`config.mk`:
```
export PLATFORM = sky130hd
export DESIGN_NAME = neighbor_builder
export DESIGN_NICKNAME = d
export VERILOG_FILES = /design/src/rtl/subdiv_pkg.sv /design/src/rtl/nbr_insert.sv /design/src/rtl/neighbor_builder.sv
export SDC_FILE = /design/constraint.sdc
export NUM_CORES = 1
export LEC_CHECK = 0
export BUFFER_PORTS_ARGS = -buffer_cell sky130_fd_sc_hd__buf_2
export CELL_PAD_IN_SITES_DETAIL_PLACEMENT = 2
export CELL_PAD_IN_SITES_GLOBAL_PLACEMENT = 2
export CORE_MARGIN = 4
export CORE_UTILIZATION = 38
export CTS_CLUSTER_SIZE = 12
export DETAILED_ROUTE_END_ITERATION = 16
export GPL_ROUTABILITY_DRIVEN = 0
export GPL_TIMING_DRIVEN = 1
export PLACE_DENSITY_LB_ADDON = 0.1
export SLEW_MARGIN = 0
export SYNTH_ARGS = -nofsm -noshare
export SYNTH_HDL_FRONTEND = slang
export SYNTH_SLANG_ARGS = --single-unit
```
`constraint.sdc`:
```
create_clock -name clk -period 7 [get_ports clk]
set_input_delay 0 -clock clk [delete_from_list [all_inputs] [get_ports clk]]
set_output_delay 0 -clock clk [all_outputs]
set_load 0.03 [all_outputs]
```
`src/rtl/subdiv_pkg.sv`:
```
// Shared definitions for the subdivision engine: address width, state
// encodings and the object / neighbor RAM address helpers.
package subdiv_pkg;

  localparam int ADDR_WIDTH = 9;

  localparam logic [31:0] VTX_STRIDE  = 32'd3;
  localparam logic [31:0] FACE_STRIDE = 32'd3;

  typedef enum logic [2:0] {
    ST_IDLE,
    ST_CLR,
    ST_FACE_RD,
    ST_EDGE_SEL,
    ST_INS,
    ST_FINISH
  } builder_state_t;

  typedef enum logic [2:0] {
    IN_IDLE,
    IN_CNT,
    IN_SCAN,
    IN_WR,
    IN_WRC
  } ins_state_t;

  // First coordinate word of 1-based vertex v (3v-2).
  function automatic logic [ADDR_WIDTH-1:0] vtx_addr(input logic [31:0] v);
    logic [31:0] t;
    t = VTX_STRIDE * v - 32'd2;
    return t[ADDR_WIDTH-1:0];
  endfunction

  // Word k of 0-based face f; faces start right after the vertex block (3V+1).
  function automatic logic [ADDR_WIDTH-1:0] face_addr(input logic [31:0] nv,
                                                      input logic [31:0] f,
                                                      input logic [1:0]  k);
    logic [31:0] t;
    t = VTX_STRIDE * nv + 32'd1 + FACE_STRIDE * f + {30'd0, k};
    return t[ADDR_WIDTH-1:0];
  endfunction

  // Base of the neighbor slot of 1-based vertex v; the count word lives here.
  function automatic logic [ADDR_WIDTH-1:0] slot_base(input logic [31:0] v,
                                                      input logic [31:0] max_n);
    logic [31:0] t;
    t = (v - 32'd1) * max_n;
    return t[ADDR_WIDTH-1:0];
  endfunction

endpackage

```
`src/rtl/nbr_insert.sv`:
```
// Inserts neighbor w into the list of vertex u: reads the count, scans the
// existing entries for a duplicate, then appends w and bumps the count.
module nbr_insert
  import subdiv_pkg::*;
#(
  parameter int MAX_NEIGHBOR_COUNT = 10
) (
  input  logic                  clk,
  input  logic                  rst_n,
  input  logic                  req,
  input  logic [31:0]           u,
  input  logic [31:0]           w,
  input  logic [31:0]           nbr_do,
  output logic                  ack,
  output logic                  dropped,
  output logic                  nbr_en,
  output logic [ADDR_WIDTH-1:0] nbr_a,
  output logic [3:0]            nbr_we,
  output logic [31:0]           nbr_di
);

  ins_state_t            state_q, state_d;
  logic [31:0]           cnt_q, cnt_d;
  logic [31:0]           idx_q, idx_d;
  logic [ADDR_WIDTH-1:0] base;

  assign base = slot_base(u, 32'(MAX_NEIGHBOR_COUNT));

  // State, list length and scan position registers.
  always_ff @(posedge clk or negedge rst_n) begin
    if (!rst_n) begin
      state_q <= IN_IDLE;
      cnt_q   <= '0;
      idx_q   <= '0;
    end else begin
      state_q <= state_d;
      cnt_q   <= cnt_d;
      idx_q   <= idx_d;
    end
  end

  // Read addresses run one entry ahead of the data they return.
  always_comb begin
    state_d = state_q;
    cnt_d   = cnt_q;
    idx_d   = idx_q;
    ack     = 1'b0;
    dropped = 1'b0;
    nbr_en  = 1'b0;
    nbr_a   = '0;
    nbr_we  = 4'h0;
    nbr_di  = '0;
    unique case (state_q)
      IN_IDLE: begin
        if (req) begin
          nbr_en  = 1'b1;
          nbr_a   = base;
          state_d = IN_CNT;
        end
      end
      IN_CNT: begin
        nbr_en  = 1'b1;
        nbr_a   = base + 9'd1;
        cnt_d   = nbr_do;
        idx_d   = 32'd1;
        state_d = (nbr_do == 32'd0) ? IN_WR : IN_SCAN;
      end
      IN_SCAN: begin
        nbr_en = 1'b1;
        nbr_a  = base + idx_q[ADDR_WIDTH-1:0] + 9'd1;
        if (nbr_do == w) begin
          ack     = 1'b1;
          state_d = IN_IDLE;
        end else if (idx_q >= cnt_q) begin
          state_d = IN_WR;
        end else begin
          idx_d = idx_q + 32'd1;
        end
      end
      IN_WR: begin
        if (cnt_q >= 32'(MAX_NEIGHBOR_COUNT - 1)) begin
          ack     = 1'b1;
          dropped = 1'b1;
          state_d = IN_IDLE;
        end else begin
          nbr_en  = 1'b1;
          nbr_we  = 4'hF;
          nbr_a   = base + cnt_q[ADDR_WIDTH-1:0] + 9'd1;
          nbr_di  = w;
          state_d = IN_WRC;
        end
      end
      IN_WRC: begin
        nbr_en  = 1'b1;
        nbr_we  = 4'hF;
        nbr_a   = base;
        nbr_di  = cnt_q + 32'd1;
        ack     = 1'b1;
        state_d = IN_IDLE;
      end
      default: state_d = IN_IDLE;
    endcase
  end

endmodule

```
`src/rtl/neighbor_builder.sv`:
```
// Builds the per-vertex neighbor table from the face list: clears all count
// words, then for each valid triangle inserts every ordered vertex pair.
module neighbor_builder
  import subdiv_pkg::*;
#(
  parameter int MAX_NEIGHBOR_COUNT = 10
) (
  input  logic                  clk,
  input  logic                  rst_n,
  input  logic                  start,
  input  logic [31:0]           vertex_count,
  input  logic [31:0]           face_count,
  input  logic [31:0]           RAM_OBJ_Do,
  output logic                  RAM_OBJ_EN,
  output logic [ADDR_WIDTH-1:0] RAM_OBJ_A,
  output logic [3:0]            RAM_OBJ_WE,
  output logic [31:0]           RAM_OBJ_Di,
  input  logic [31:0]           RAM_NBR_Do,
  output logic                  RAM_NBR_EN,
  output logic [ADDR_WIDTH-1:0] RAM_NBR_A,
  output logic [3:0]            RAM_NBR_WE,
  output logic [31:0]           RAM_NBR_Di,
  output logic                  busy,
  output logic                  done,
  output logic                  overflow,
  output logic                  bad_index
);

  builder_state_t state_q, state_d;
  logic [31:0]    v_total_q, v_total_d;
  logic [31:0]    f_total_q, f_total_d;
  logic [31:0]    vtx_q, vtx_d;
  logic [31:0]    face_q, face_d;
  logic [31:0]    a_q, a_d, b_q, b_d, c_q, c_d;
  logic [1:0]     rd_q, rd_d;
  logic [2:0]     pair_q, pair_d;
  logic           busy_q, busy_d;
  logic           overflow_q, overflow_d;
  logic           bad_index_q, bad_index_d;

  logic [31:0]           pair_u, pair_w;
  logic                  ins_req, ins_ack, ins_dropped, ins_en;
  logic [ADDR_WIDTH-1:0] ins_a;
  logic [3:0]            ins_we;
  logic [31:0]           ins_di;
  logic                  face_bad;
  logic                  last_face;

  function automatic logic idx_bad(input logic [31:0] idx, input logic [31:0] nv);
    return (idx == 32'd0) || (idx > nv);
  endfunction

  nbr_insert #(
    .MAX_NEIGHBOR_COUNT(MAX_NEIGHBOR_COUNT)
  ) u_ins (
    .clk     (clk),
    .rst_n   (rst_n),
    .req     (ins_req),
    .u       (pair_u),
    .w       (pair_w),
    .nbr_do  (RAM_NBR_Do),
    .ack     (ins_ack),
    .dropped (ins_dropped),
    .nbr_en  (ins_en),
    .nbr_a   (ins_a),
    .nbr_we  (ins_we),
    .nbr_di  (ins_di)
  );

  assign RAM_OBJ_WE = 4'h0;
  assign RAM_OBJ_Di = 32'd0;
  assign busy       = busy_q;
  assign overflow   = overflow_q;
  assign bad_index  = bad_index_q;

  // The third index arrives straight from the RAM in the last read cycle.
  assign face_bad  = idx_bad(a_q, v_total_q) || idx_bad(b_q, v_total_q) ||
                     idx_bad(RAM_OBJ_Do, v_total_q);
  assign last_face = (face_q + 32'd1) >= f_total_q;

  // Pair order (a,b),(a,c),(b,a),(b,c),(c,a),(c,b): insert w into list of u.
  always_comb begin
    pair_u = a_q;
    pair_w = b_q;
    case (pair_q)
      3'd0: begin pair_u = a_q; pair_w = b_q; end
      3'd1: begin pair_u = a_q; pair_w = c_q; end
      3'd2: begin pair_u = b_q; pair_w = a_q; end
      3'd3: begin pair_u = b_q; pair_w = c_q; end
      3'd4: begin pair_u = c_q; pair_w = a_q; end
      3'd5: begin pair_u = c_q; pair_w = b_q; end
      default: begin pair_u = a_q; pair_w = b_q; end
    endcase
  end

  // Control and counter registers.
  always_ff @(posedge clk or negedge rst_n) begin
    if (!rst_n) begin
      state_q     <= ST_IDLE;
      v_total_q   <= '0;
      f_total_q   <= '0;
      vtx_q       <= '0;
      face_q      <= '0;
      a_q         <= '0;
      b_q         <= '0;
      c_q         <= '0;
      rd_q        <= '0;
      pair_q      <= '0;
      busy_q      <= 1'b0;
      overflow_q  <= 1'b0;
      bad_index_q <= 1'b0;
    end else begin
      state_q     <= state_d;
      v_total_q   <= v_total_d;
      f_total_q   <= f_total_d;
      vtx_q       <= vtx_d;
      face_q      <= face_d;
      a_q         <= a_d;
      b_q         <= b_d;
      c_q         <= c_d;
      rd_q        <= rd_d;
      pair_q      <= pair_d;
      busy_q      <= busy_d;
      overflow_q  <= overflow_d;
      bad_index_q <= bad_index_d;
    end
  end

  // Next-state: clear counts, read each face, walk its six pairs.
  always_comb begin
    state_d     = state_q;
    v_total_d   = v_total_q;
    f_total_d   = f_total_q;
    vtx_d       = vtx_q;
    face_d      = face_q;
    a_d         = a_q;
    b_d         = b_q;
    c_d         = c_q;
    rd_d        = rd_q;
    pair_d      = pair_q;
    busy_d      = busy_q;
    overflow_d  = overflow_q;
    bad_index_d = bad_index_q;
    ins_req     = 1'b0;
    unique case (state_q)
      ST_IDLE: begin
        if (start) begin
          busy_d      = 1'b1;
          overflow_d  = 1'b0;
          bad_index_d = 1'b0;
          v_total_d   = vertex_count;
          f_total_d   = face_count;
          vtx_d       = 32'd1;
          face_d      = '0;
          rd_d        = '0;
          pair_d      = '0;
          state_d     = (vertex_count == 32'd0) ? ST_FINISH : ST_CLR;
        end
      end
      ST_CLR: begin
        if (vtx_q >= v_total_q) begin
          face_d  = '0;
          rd_d    = '0;
          state_d = (f_total_q == 32'd0) ? ST_FINISH : ST_FACE_RD;
        end else begin
          vtx_d = vtx_q + 32'd1;
        end
      end
      ST_FACE_RD: begin
        unique case (rd_q)
          2'd0: rd_d = 2'd1;
          2'd1: begin a_d = RAM_OBJ_Do; rd_d = 2'd2; end
          2'd2: begin b_d = RAM_OBJ_Do; rd_d = 2'd3; end
          2'd3: begin
            c_d  = RAM_OBJ_Do;
            rd_d = 2'd0;
            if (face_bad) begin
              bad_index_d = 1'b1;
              face_d      = face_q + 32'd1;
              state_d     = last_face ? ST_FINISH : ST_FACE_RD;
            end else begin
              pair_d  = '0;
              state_d = ST_EDGE_SEL;
            end
          end
          default: rd_d = 2'd0;
        endcase
      end
      ST_EDGE_SEL: begin
        if (pair_q == 3'd6) begin
          face_d  = face_q + 32'd1;
          rd_d    = '0;
          state_d = last_face ? ST_FINISH : ST_FACE_RD;
        end else if (pair_u == pair_w) begin
          pair_d = pair_q + 3'd1;
        end else begin
          ins_req = 1'b1;
          state_d = ST_INS;
        end
      end
      ST_INS: begin
        if (ins_ack) begin
          pair_d  = pair_q + 3'd1;
          state_d = ST_EDGE_SEL;
          if (ins_dropped) begin
            overflow_d = 1'b1;
          end
        end
      end
      ST_FINISH: begin
        busy_d  = 1'b0;
        state_d = ST_IDLE;
      end
      default: state_d = ST_IDLE;
    endcase
  end

  // RAM port drive: the insert engine owns the neighbor port during pair walks.
  always_comb begin
    RAM_OBJ_EN = 1'b0;
    RAM_OBJ_A  = '0;
    RAM_NBR_EN = 1'b0;
    RAM_NBR_A  = '0;
    RAM_NBR_WE = 4'h0;
    RAM_NBR_Di = '0;
    done       = 1'b0;
    unique case (state_q)
      ST_IDLE: ;
      ST_CLR: begin
        RAM_OBJ_EN = 1'b1;
        RAM_NBR_EN = 1'b1;
        RAM_NBR_A  = slot_base(vtx_q, 32'(MAX_NEIGHBOR_COUNT));
        RAM_NBR_WE = 4'hF;
      end
      ST_FACE_RD: begin
        RAM_OBJ_EN = 1'b1;
        RAM_NBR_EN = 1'b1;
        RAM_OBJ_A  = face_addr(v_total_q, face_q, rd_q);
      end
      ST_EDGE_SEL, ST_INS: begin
        RAM_OBJ_EN = 1'b1;
        RAM_NBR_EN = 1'b1 | ins_en;
        RAM_NBR_A  = ins_a;
        RAM_NBR_WE = ins_we;
        RAM_NBR_Di = ins_di;
      end
      ST_FINISH: done = 1'b1;
      default: ;
    endcase
  end

endmodule

```
After elaboration in Yosys (flattened, before gate mapping)
Cells that the tools add are included.
{"block": "classes", "add_sub_neg": 15, "mul": 4, "div_mod_pow": 0, "n_lt_le_gt_ge": 7, "n_eq_ne": 36, "n_shift": 0, "n_mux": 72, "bitwise_logic": 0, "reduce_logical": 41}
{"cell": "32-bit two-way mux", "count": 11}
{"cell": "32-bit case mux with 2 select lines", "count": 5}
{"cell": "32-bit logical NOT", "count": 6}
{"cell": "32-bit by 1-bit adder with 32-bit output, second input constant", "count": 4}
{"cell": "32-bit case mux with 4 select lines", "count": 1}
{"cell": "32-bit >= comparator", "count": 3}
{"cell": "32-bit greater-than comparator", "count": 3}
{"cell": "32-bit equality test", "count": 2}
{"cell": "2-bit by 32-bit multiplier with 9-bit output, first input constant", "count": 2}
{"cell": "32-bit by 3-bit multiplier with 8-bit output, second input constant", "count": 2}
{"cell": "32-bit by 1-bit subtractor with 32-bit output, second input constant", "count": 2}
{"cell": "3-bit two-way mux", "count": 20}
{"cell": "9-bit case mux with 5 select lines", "count": 1}
{"cell": "9-bit by 1-bit adder with 9-bit output, second input constant", "count": 4}
{"cell": "32-bit by 4-bit >= comparator with 1-bit output, second input constant", "count": 1}
{"cell": "2-bit inequality test, second input constant", "count": 14}
{"cell": "9-bit adder", "count": 3}
{"cell": "9-bit two-way mux", "count": 3}
{"cell": "3-bit case mux with 4 select lines", "count": 2}
{"cell": "3-bit by 2-bit equality test with 1-bit output, second input constant", "count": 6}
{"cell": "3-bit equality test, second input constant", "count": 6}
{"cell": "9-bit case mux with 2 select lines", "count": 1}
{"cell": "2-bit case mux with 4 select lines", "count": 2}
{"cell": "4-bit case mux with 2 select lines", "count": 2}
{"cell": "other kinds (26)", "count": 69}
{"block": "totals", "regBits": 302, "latch_bits": 0, "ram_bits": 0, "mem_bits_ro": 0, "input_bits": 131, "out_inout_bits": 96, "wordCells": 191, "mem_count": 0}

Logic depth before layout (Yosys ltp)
Gate-level depths: netlist of the first run.
{"block": "depth", "ltp_word": 10, "mapped_depth": 26, "depth_no_buf": 21}

By module
From an unflattened synthesis of the first run, not the netlist that was laid out.
{"block": "unflattened", "cells_unflattened": 2662, "area_unflattened_um2": 23776.6}
{"module": "neighbor_builder", "instances": 1, "cells_each": 1866, "area_each_um2": 17375.4, "seq_area_each_um2": 5880.6}
{"module": "nbr_insert", "instances": 1, "cells_each": 796, "area_each_um2": 6401.1, "seq_area_each_um2": 1676.6}

Worst setup path after synthesis of the first run
OpenSTA, ideal clock, no wires.
{"block": "synth_timing", "path_type": "register to output", "from": "register pair_q[0]", "to": "output RAM_NBR_A[8]", "arrival_ns": 5.164, "required_ns": 7.000, "path_slack_ns": 1.836, "path_stages_with_launch": 25, "n_path_buf": 5, "path_cell_list": "dfrtp_1 > buf_2 > buf_2 > inv_1 > ha_1 > buf_2 > clkbuf_1 > o21ai_1 > buf_2 > and4_1 > or3_1 > nor4_4 > nand2_1 > xor2_1 > ha_1 > ha_1 > a21oi_1 > xnor2_1 > ha_1 > a21o_1 > a31oi_1 > xor2_1 > xnor2_1 > a31oi_1 > o211ai_1"}
{"block": "synth_between", "elab_chain_len": 10, "word_cells_on_any_way": 27, "classes_between": "add/sub: 6; mul: 1; eq/ne: 7; mux: 9; reduce/logical: 4"}
{"element": "from (decl)", "line_no": "neighbor_builder.sv:36", "rtl": "logic [2:0] pair_q, pair_d;"}
{"element": "from (signal assigned)", "line_no": "neighbor_builder.sv:122", "rtl": "pair_q <= pair_d;"}
{"element": "3-bit equality test (tied with other cells)", "line_no": "neighbor_builder.sv:85", "rtl": "case (pair_q)"}
{"element": "2-bit OR reduction (no source line)"}
{"element": "32-bit case mux with 2 select lines", "line_no": "neighbor_builder.sv:85"}
{"element": "32-bit by 1-bit subtractor with 32-bit output / 32-bit equality test (equally long branches)", "line_no": "subdiv_pkg.sv:47, neighbor_builder.sv:194"}
{"element": "32-bit by 3-bit multiplier with 8-bit output / 1-bit two-way mux (equally long branches)", "line_no": "subdiv_pkg.sv:47, neighbor_builder.sv:194"}
{"element": "9-bit adder / 1-bit two-way mux (equally long branches)", "line_no": "nbr_insert.sv:88, neighbor_builder.sv:190"}
{"element": "9-bit by 1-bit adder with 9-bit output / 1-bit two-way mux (equally long branches)", "line_no": "nbr_insert.sv:88, neighbor_builder.sv:145"}
{"element": "9-bit two-way mux, on equally long branches", "line_no": "nbr_insert.sv:81, nbr_insert.sv:55"}
{"element": "9-bit case mux with 5 select lines (*)", "line_no": "nbr_insert.sv:53", "rtl": "unique case (state_q)"}
{"element": "9-bit case mux with 2 select lines (*)", "line_no": "neighbor_builder.sv:227", "rtl": "unique case (state_q)"}
{"element": "to (decl)", "line_no": "neighbor_builder.sv:20", "rtl": "output logic [ADDR_WIDTH-1:0] RAM_NBR_A,"}
Every way passes the cells marked *; elsewhere a longest branch is shown, timed or not.

Final worst setup path of the first run
Same ends and word-level chain as after synthesis.

==> reports/summary.json, run 1 <==
{
  "synth": {
    "post_synth_instance_area_sq_mm": 0.0252,
    "synth.yosys.seq_area_share": 0.300,
    "netlist_instances": 2890,
    "synth_cell_type_count": 94,
    "postSynthRegisterBits": 302,
    "netlist.area_leader.share": 0.300,
    "synth_largest_area_cell": "dfrtp_1",
    "yosys.cell_count.top_type": "dfrtp_1",
    "synth_async_sr_flop_share": 1.00,
    "post_synth_most_frequent_cells": "dfrtp_1 (302), nand2_1 (278), ha_1 (263)",
    "synth-edff-count": 0,
    "post_synth.cell_area_avg_sq_um": 8.71,
    "dominantRegCellSynth": "dfrtp_1",
    "yosys-top-cells-area": "dfrtp_1 (30%), ha_1 (13%), o21ai_0 (4.6%)",
    "yosysWarningCount": 0
  },
  "power_and_ir_drop": {
    "powerDensity_mw_per_mm2": 487,
    "static-leakage-power_nw": 13.5,
    "power.ir.vdd_worst_v": 0.000382
  },
  "sta": {
    "grt_setup_unrepaired": "no",
    "setup_violation_total_in_the_final_timing_report": 0,
    "final-hold-violation-count": 0,
    "final.period_utilization": 0.931,
    "headroom_to_the_max_slew_limit": 0.262,
    "worst_pin_slew_ps": 1110,
    "setup_tns_ps": 0,
    "fmaxAchievable_ghz": 0.153,
    "clock-skew-final_ps": 29.4,
    "slew_violations": 0,
    "final_period_minus_worst_setup_slack_ps": 6520
  },
  "outcome": {
    "outcome": "finished, final reports clean"
  },
  "setup_path": {
    "critPathKind": "reg -> out",
    "end_kind": "output port",
    "worstReg2RegEnd": "state_q[1]$_DFFE_PN0P_",
    "reg2reg_slack_ps": 1560,
    "worst-r2r-cell-count": 21,
    "startpoint_type": "flip-flop",
    "critical_path.n_buffers_inverters": 2,
    "critical_path.max_stage_delay_ps": 580,
    "critical_path_arrival_ps": 6520,
    "worstPathMaxFanout": 24,
    "crit_slowest_cell": "ha_2",
    "timing.rr.start": "face_q[6]$_DFFE_PN0P_",
    "crit_family": "simple AND/OR/NAND/NOR gates",
    "timing.critical_path.cells": "inv_1, ha_2, nor2b_2, nor4_1, or3_1, nor4_4, xnor2_1, ha_1, ha_1, a21o_1, a21oi_1, xnor2_1, ha_1, a21o_1, a31oi_1, xor2_1, xnor2_1, a31oi_1, o211ai_1, buf_2",
    "timing.critical_path.required_ps": 7000
  },
  "grt": {
    "antenna_found_initial": 3,
    "grt_pass1_wl_mm": 167,
    "grt.overflow.total": 0,
    "pin_count_of_the_biggest_net_entering_global_routing": 127,
    "groute.usage.overall": 0.303,
    "vias_in_the_first_global_route": 27000
  },
  "clocking": {
    "clock_insertion_delay_worst_skew_ps": 590,
    "cts_max_level": 2,
    "cts_root_buffer": "clkbuf_16",
    "cts_buffer_depth": 3,
    "cts-buffers-inserted": 40,
    "cts_tree": "done",
    "cts_clk_pin_slew_worst_paths_ps": 60,
    "tritoncts_num_sinks": 302,
    "post-cts-setup-buffer-count": 0
  },
  "route": {
    "number_of_search_and_repair_iterations_in_the_first_detailed_routing_pass": 5,
    "detail_route.drc_violations": 0,
    "initialDrtViolationCount": 1521,
    "num_vias": 24600,
    "post_drt_via_cell_ratio": 6.09,
    "drt_wl_total_mm": 109,
    "drtAntennaViolNets": 0,
    "post_drt_wl_per_cell_um": 27.0
  },
  "layout": {
    "postLayoutCoreUtil": 0.446,
    "fin_nets": 3557,
    "growth_of_design_area_from_synthesis_to_finish_pct": 16.5,
    "antenna_cells_inserted": 0,
    "nFillCells": 7148,
    "layout_cell_share_with_drive_strength_beyond_1": 0.134
  },
  "run": {
    "maxCapViolCount": 0
  },
  "die": {
    "top_level_ports": 227,
    "design.die.area_sq_mm": 0.0704,
    "initial_core_util": 0.383,
    "core_area_sq_mm": 0.0657,
    "fp-row-count": 94,
    "die_height_um": 265,
    "die_w_um": 265
  },
  "placed_design": {
    "detailed_place_hpwl_mm": 81.1,
    "port-buffer-count": 190
  },
  "worst_hold_path": {
    "worstHoldPathType": "in -> async"
  }
}
[through the flow]
step | total power [mW] | instance area [sq um] | hold slack, ps | instances | setup slack (ps)
global route | 15.4 | 29300 | 139 | 4040 | 11.2
finish | 14.3 | 29300 | 76.5 | 4040 | 483
floorplan | 9.03 | 25300 | -296 | 2925 | 1840
detailed placement | 11.9 | 26600 | 123 | 3835 | 970
CTS | 14.2 | 29300 | 107 | 4040 | 330
global placement | 11.3 | 26600 | 115 | 3835 | 1260
[repair_timing]
action                                  CTS  global route
endpoints found under the setup margin    0             1
resized for setup                         0             2
hold buffers                            131             0
hold endpoints to repair                299             0
[kinds of logic after synthesis]
group / Yosys count / synth area share
compound gates: 784 / 0.208
xor+xnor: 155 / 0.0540
fa+ha+maj: 282 / 0.146
buf+inv: 346 / 0.0631
flops: 302 / 0.300
mux: 99 / 0.0439
other cells: 1 / 0.000149
simple gates: 921 / 0.184
[worst max path at each step]
stage,startpoint,endpoint,cells past startpoint
4_1_cts,pair_q[0]$_DFFE_PN0P_,RAM_NBR_A[8],20
3_5_place_dp,pair_q[0]$_DFFE_PN0P_,RAM_NBR_A[8],20
6_report,pair_q[0]$_DFFE_PN0P_,RAM_NBR_A[8],20
3_3_place_gp,pair_q[0]$_DFFE_PN0P_,RAM_NBR_A[8],20
5_1_grt,pair_q[0]$_DFFE_PN0P_,RAM_NBR_A[8],20
2_1_floorplan,pair_q[0]$_DFFE_PN0P_,RAM_NBR_A[8],24
[layout by cell type (no fill, tap or decap), types with 19 or more instances in the layout]
cell / instances
a21o_1: 55
a21oi_1: 137
a22o_1: 29
a22oi_1: 52
and2_1: 30
and3_1: 31
buf_2: 189
buf_4: 28
clkbuf_16: 41
conb_1: 36
dfrtp_1: 301
dlygate4sd3_1: 131
fa_1: 19
ha_1: 262
inv_1: 171
mux2_2: 89
nand2_1: 278
nand2b_1: 23
nand3_1: 72
nand4_1: 74
nor2_1: 170
nor2b_1: 20
nor3_1: 41
nor4_1: 68
o21ai_0: 230
o22ai_1: 21
or2_2: 23
or3_1: 34
xnor2_1: 117
xor2_1: 38
[state kept, by name, indices dropped and copies added (netlist names)]
| name | flops |
|---|---|
| a_q | 32 |
| b_q | 32 |
| c_q | 32 |
| f_total_q | 32 |
| face_q | 32 |
| u_ins.cnt_q | 32 |
| u_ins.idx_q | 32 |
| v_total_q | 32 |
| vtx_q | 32 |
| pair_q | 3 |
| state_q | 3 |
| u_ins.state_q | 3 |
| rd_q | 2 |
| bad_index | 1 |
| busy | 1 |
| overflow | 1 |
[area by class of cell]
type	count	area (sq um)	area share
inverter	173	649	0.0221
timing repair buffer	350	2500	0.0853
sequential	302	7560	0.258
clock inverter	13	184	0.00627
multi-input combinational	2277	16200	0.551
clock buffer	61	1180	0.0403
tap	864	1080	0.0369
[routing by layer]
metal | vias up | track usage | routed length (um)
met2 | 634 | 0.531 | 53500
li1 | 11000 | - | -
met5 | - | 0 | 50
met4 | 8 | 0.109 | 4360
met1 | 12800 | 0.387 | 46500
met3 | 221 | 0.0360 | 4720
[report_power, final]
group | internal [mW] | switching (mW) | leakage (nW)
Clock | 1.31 | 0.880 | 0.659
Combinational | 3.54 | 5.43 | 9.20
Sequential | 2.24 | 0.885 | 3.66
No activity file was read; power rests on OpenSTA's default activity.
==> inputs of run 2 (changes only) <==
--- a/config.mk
+++ b/config.mk
@@ -9,12 +9,14 @@
 export CELL_PAD_IN_SITES_DETAIL_PLACEMENT = 2
 export CELL_PAD_IN_SITES_GLOBAL_PLACEMENT = 2
 export CORE_MARGIN = 4
-export CORE_UTILIZATION = 38
+export CORE_UTILIZATION = 34
 export CTS_CLUSTER_SIZE = 12
 export DETAILED_ROUTE_END_ITERATION = 16
 export GPL_ROUTABILITY_DRIVEN = 0
 export GPL_TIMING_DRIVEN = 1
 export PLACE_DENSITY_LB_ADDON = 0.1
+export REMOVE_ABC_BUFFERS = 1
+export SKIP_CTS_REPAIR_TIMING = 1
 export SLEW_MARGIN = 0
 export SYNTH_ARGS = -nofsm -noshare
 export SYNTH_HDL_FRONTEND = slang
==> run 2 against run 1 <==
  * Critical path type unchanged
  * Highest routed layer unchanged
  * Count of clock-buffer cells in the layout shrank 13
  * Critical path depth is the same
  * Largest cell class unchanged
  * Power grew 0.77%
==> reports/summary.json, run 2 (synthesized netlist as in run 1, its figures left out) <==
{
  "sta": {
    "postLayoutSetupSlackWorst_ps": 419,
    "grt_setup_unrepaired": "no",
    "final-hold-violation-count": 0,
    "final_period_minus_worst_setup_slack_ps": 6580,
    "setup_tns_ps": 0,
    "final.period_utilization": 0.940,
    "setup_violation_total_in_the_final_timing_report": 0,
    "slew_violations": 0,
    "fmaxAchievable_ghz": 0.152,
    "headroom_to_the_max_slew_limit": 0.210,
    "worst_pin_slew_ps": 1180,
    "clock-skew-final_ps": 18.5
  },
  "setup_path": {
    "critical_path.n_buffers_inverters": 5,
    "critPathKind": "reg -> out",
    "timing.critical_path.cells": "inv_2, ha_1, inv_1, a21oi_1, or3_1, nor3_1, xor2_1, ha_1, ha_1, inv_1, fa_1, inv_1, ha_1, a2111oi_0, nor3_1, xnor2_1, xnor2_1, nand3_1, o211ai_1, buf_2",
    "timing.critical_path.required_ps": 7000,
    "crit_family": "adder cells",
    "startpoint_type": "flip-flop",
    "crit_slowest_cell": "dfrtp_2",
    "end_kind": "output port",
    "worstReg2RegEnd": "u_ins.idx_q[22]$_DFFE_PN0P_",
    "critical_path.max_stage_delay_ps": 820,
    "worstPathMaxFanout": 42,
    "critical_path.startpoint": "pair_q[2]$_DFFE_PN0P_",
    "critPathMostFrequentCell": "ha_1",
    "reg2reg_slack_ps": 1350,
    "critical_path_arrival_ps": 6580,
    "worst-r2r-cell-count": 14,
    "timing.rr.start": "pair_q[0]$_DFFE_PN0P_"
  },
  "route": {
    "detail_route.drc_violations": 0,
    "drt_wl_total_mm": 106,
    "num_vias": 23900,
    "initialDrtViolationCount": 1292,
    "drtAntennaViolNets": 0,
    "post_drt_wl_per_cell_um": 25.6,
    "post_drt_via_cell_ratio": 5.78,
    "number_of_search_and_repair_iterations_in_the_first_detailed_routing_pass": 5
  },
  "power_and_ir_drop": {
    "p_seq_frac": 0.214,
    "powerDensity_mw_per_mm2": 487,
    "static-leakage-power_nw": 13.6,
    "clkPwrFrac": 0.160,
    "p_int_mw": 7.21,
    "power.ir.vdd_worst_v": 0.000493,
    "swShare": 0.499,
    "p_sw_mw": 7.19,
    "power_frac_comb": 0.626
  },
  "die": {
    "core_area_sq_mm": 0.0732,
    "die_height_um": 280,
    "design.die.area_sq_mm": 0.0784,
    "fp-row-count": 99,
    "top_level_ports": 227,
    "initial_core_util": 0.344,
    "die_w_um": 280
  },
  "grt": {
    "grt.overflow.total": 0,
    "pin_count_of_the_biggest_net_entering_global_routing": 148,
    "grt_pass1_wl_mm": 159,
    "groute.usage.overall": 0.261,
    "antenna_found_initial": 7,
    "vias_in_the_first_global_route": 25800
  },
  "clocking": {
    "cts-buffers-inserted": 40,
    "tritoncts_num_sinks": 302,
    "cts_clk_pin_slew_worst_paths_ps": 60,
    "cts_tree": "done",
    "cts_max_level": 2,
    "clock_insertion_delay_worst_skew_ps": 570,
    "cts_root_buffer": "clkbuf_16",
    "cts_buffer_depth": 3
  },
  "placed_design": {
    "detailed_place_hpwl_mm": 80.9,
    "place_ws_ps": 1030,
    "placed_cell_area_sq_mm": 0.0268,
    "port-buffer-count": 190
  },
  "layout": {
    "multiInputGateArea_sq_mm": 0.0162,
    "final-seq-area_sq_mm": 0.00756,
    "fin_nets": 3559,
    "layout_cell_share_with_drive_strength_beyond_1": 0.138,
    "layout_common_cells": "dfrtp_1 (301), nand2_1 (278), ha_1 (262)",
    "nFillCells": 8134,
    "postLayoutCoreUtil": 0.404,
    "fin_area_sq_mm": 0.0296,
    "layout.cells.most_common": "dfrtp_1",
    "growth_of_design_area_from_synthesis_to_finish_pct": 17.5
  },
  "run": {
    "maxCapViolCount": 0
  },
  "worst_hold_path": {
    "worstHoldPathType": "in -> async"
  },
  "outcome": {
    "outcome": "finished, final reports clean"
  }
}
==> run 2: cell count changes in the layout (fill, tap and decap cells not counted), sizes merged <==
cell,before,now
clkbuf,61,48
clkinv,5,13
buf,219,221
bufinv,4,8
diode,0,4
==> run 2: final cells by class <==
class,instances,area share
clock inverters,25,0.0123
clock buffers,48,0.0372
inverters,173,0.0220
repair buffers,352,0.0852
multi-input cells,2277,0.547
flip-flops and latches,302,0.256
diodes,4,0.000339
well taps,959,0.0406
==> run 2: layer usage <==
| layer | track usage | up-vias | wire length (um) |
|---|---|---|---|
| met5 | 0 | - | 34 |
| met4 | 0.111 | 6 | 4820 |
| met3 | 0.0378 | 209 | 4240 |
| met2 | 0.460 | 508 | 52700 |
| met1 | 0.319 | 12200 | 44300 |
| li1 | - | 11000 | - |
==> run 2: power groups by stage <==
| stage | Clock [mW] | Sequential [mW] | Combinational [mW] |
|---|---|---|---|
| final | 2.31 | 3.08 | 9.01 |
| after global routing | 2.45 | 3.14 | 9.92 |
| after CTS | 2.37 | 3.07 | 8.96 |
| after detailed placement | 0 | 3.10 | 8.87 |
| after global placement | 0 | 3.08 | 8.31 |
| after floorplan | 0 | 2.70 | 6.18 |
==> run 2: how the worst max path moves through the flow <==
| stage | to | slack (ps) | cells after the start |
|---|---|---|---|
| finish | RAM_NBR_A[8] | 420 | 20 |
| global route | RAM_NBR_A[8] | 30 | 20 |
| CTS | RAM_NBR_A[8] | 380 | 20 |
| detailed placement | RAM_NBR_A[8] | 1030 | 20 |
| global placement | RAM_NBR_A[8] | 1330 | 20 |
| floorplan | RAM_NBR_A[8] | 640 | 19 |
==> run 2: metrics by stage <==
| step | total power [mW] | cells | hold slack, ps |
|---|---|---|---|
| after detailed placement | 12.0 | 3932 | 89.9 |
| final | 14.4 | 4140 | 50.4 |
| after CTS | 14.4 | 4005 | -529 |
| after global routing | 15.5 | 4139 | 116 |
| after floorplan | 8.88 | 2752 | -296 |
| after global placement | 11.4 | 3932 | 85.7 |
==> run 2: worst register-to-register path: stages, from the launching register on <==
cell,delay [ps]
dfrtp_1,350
buf_4,270
inv_1,140
ha_1,470
buf_4,350
nor2b_1,810
o21ai_0,510
and3b_1,320
o22ai_1,210
nor4_1,120
and4_4,230
or3_2,850
a2111oi_1,630
xnor2_1,170
nor2_1,60
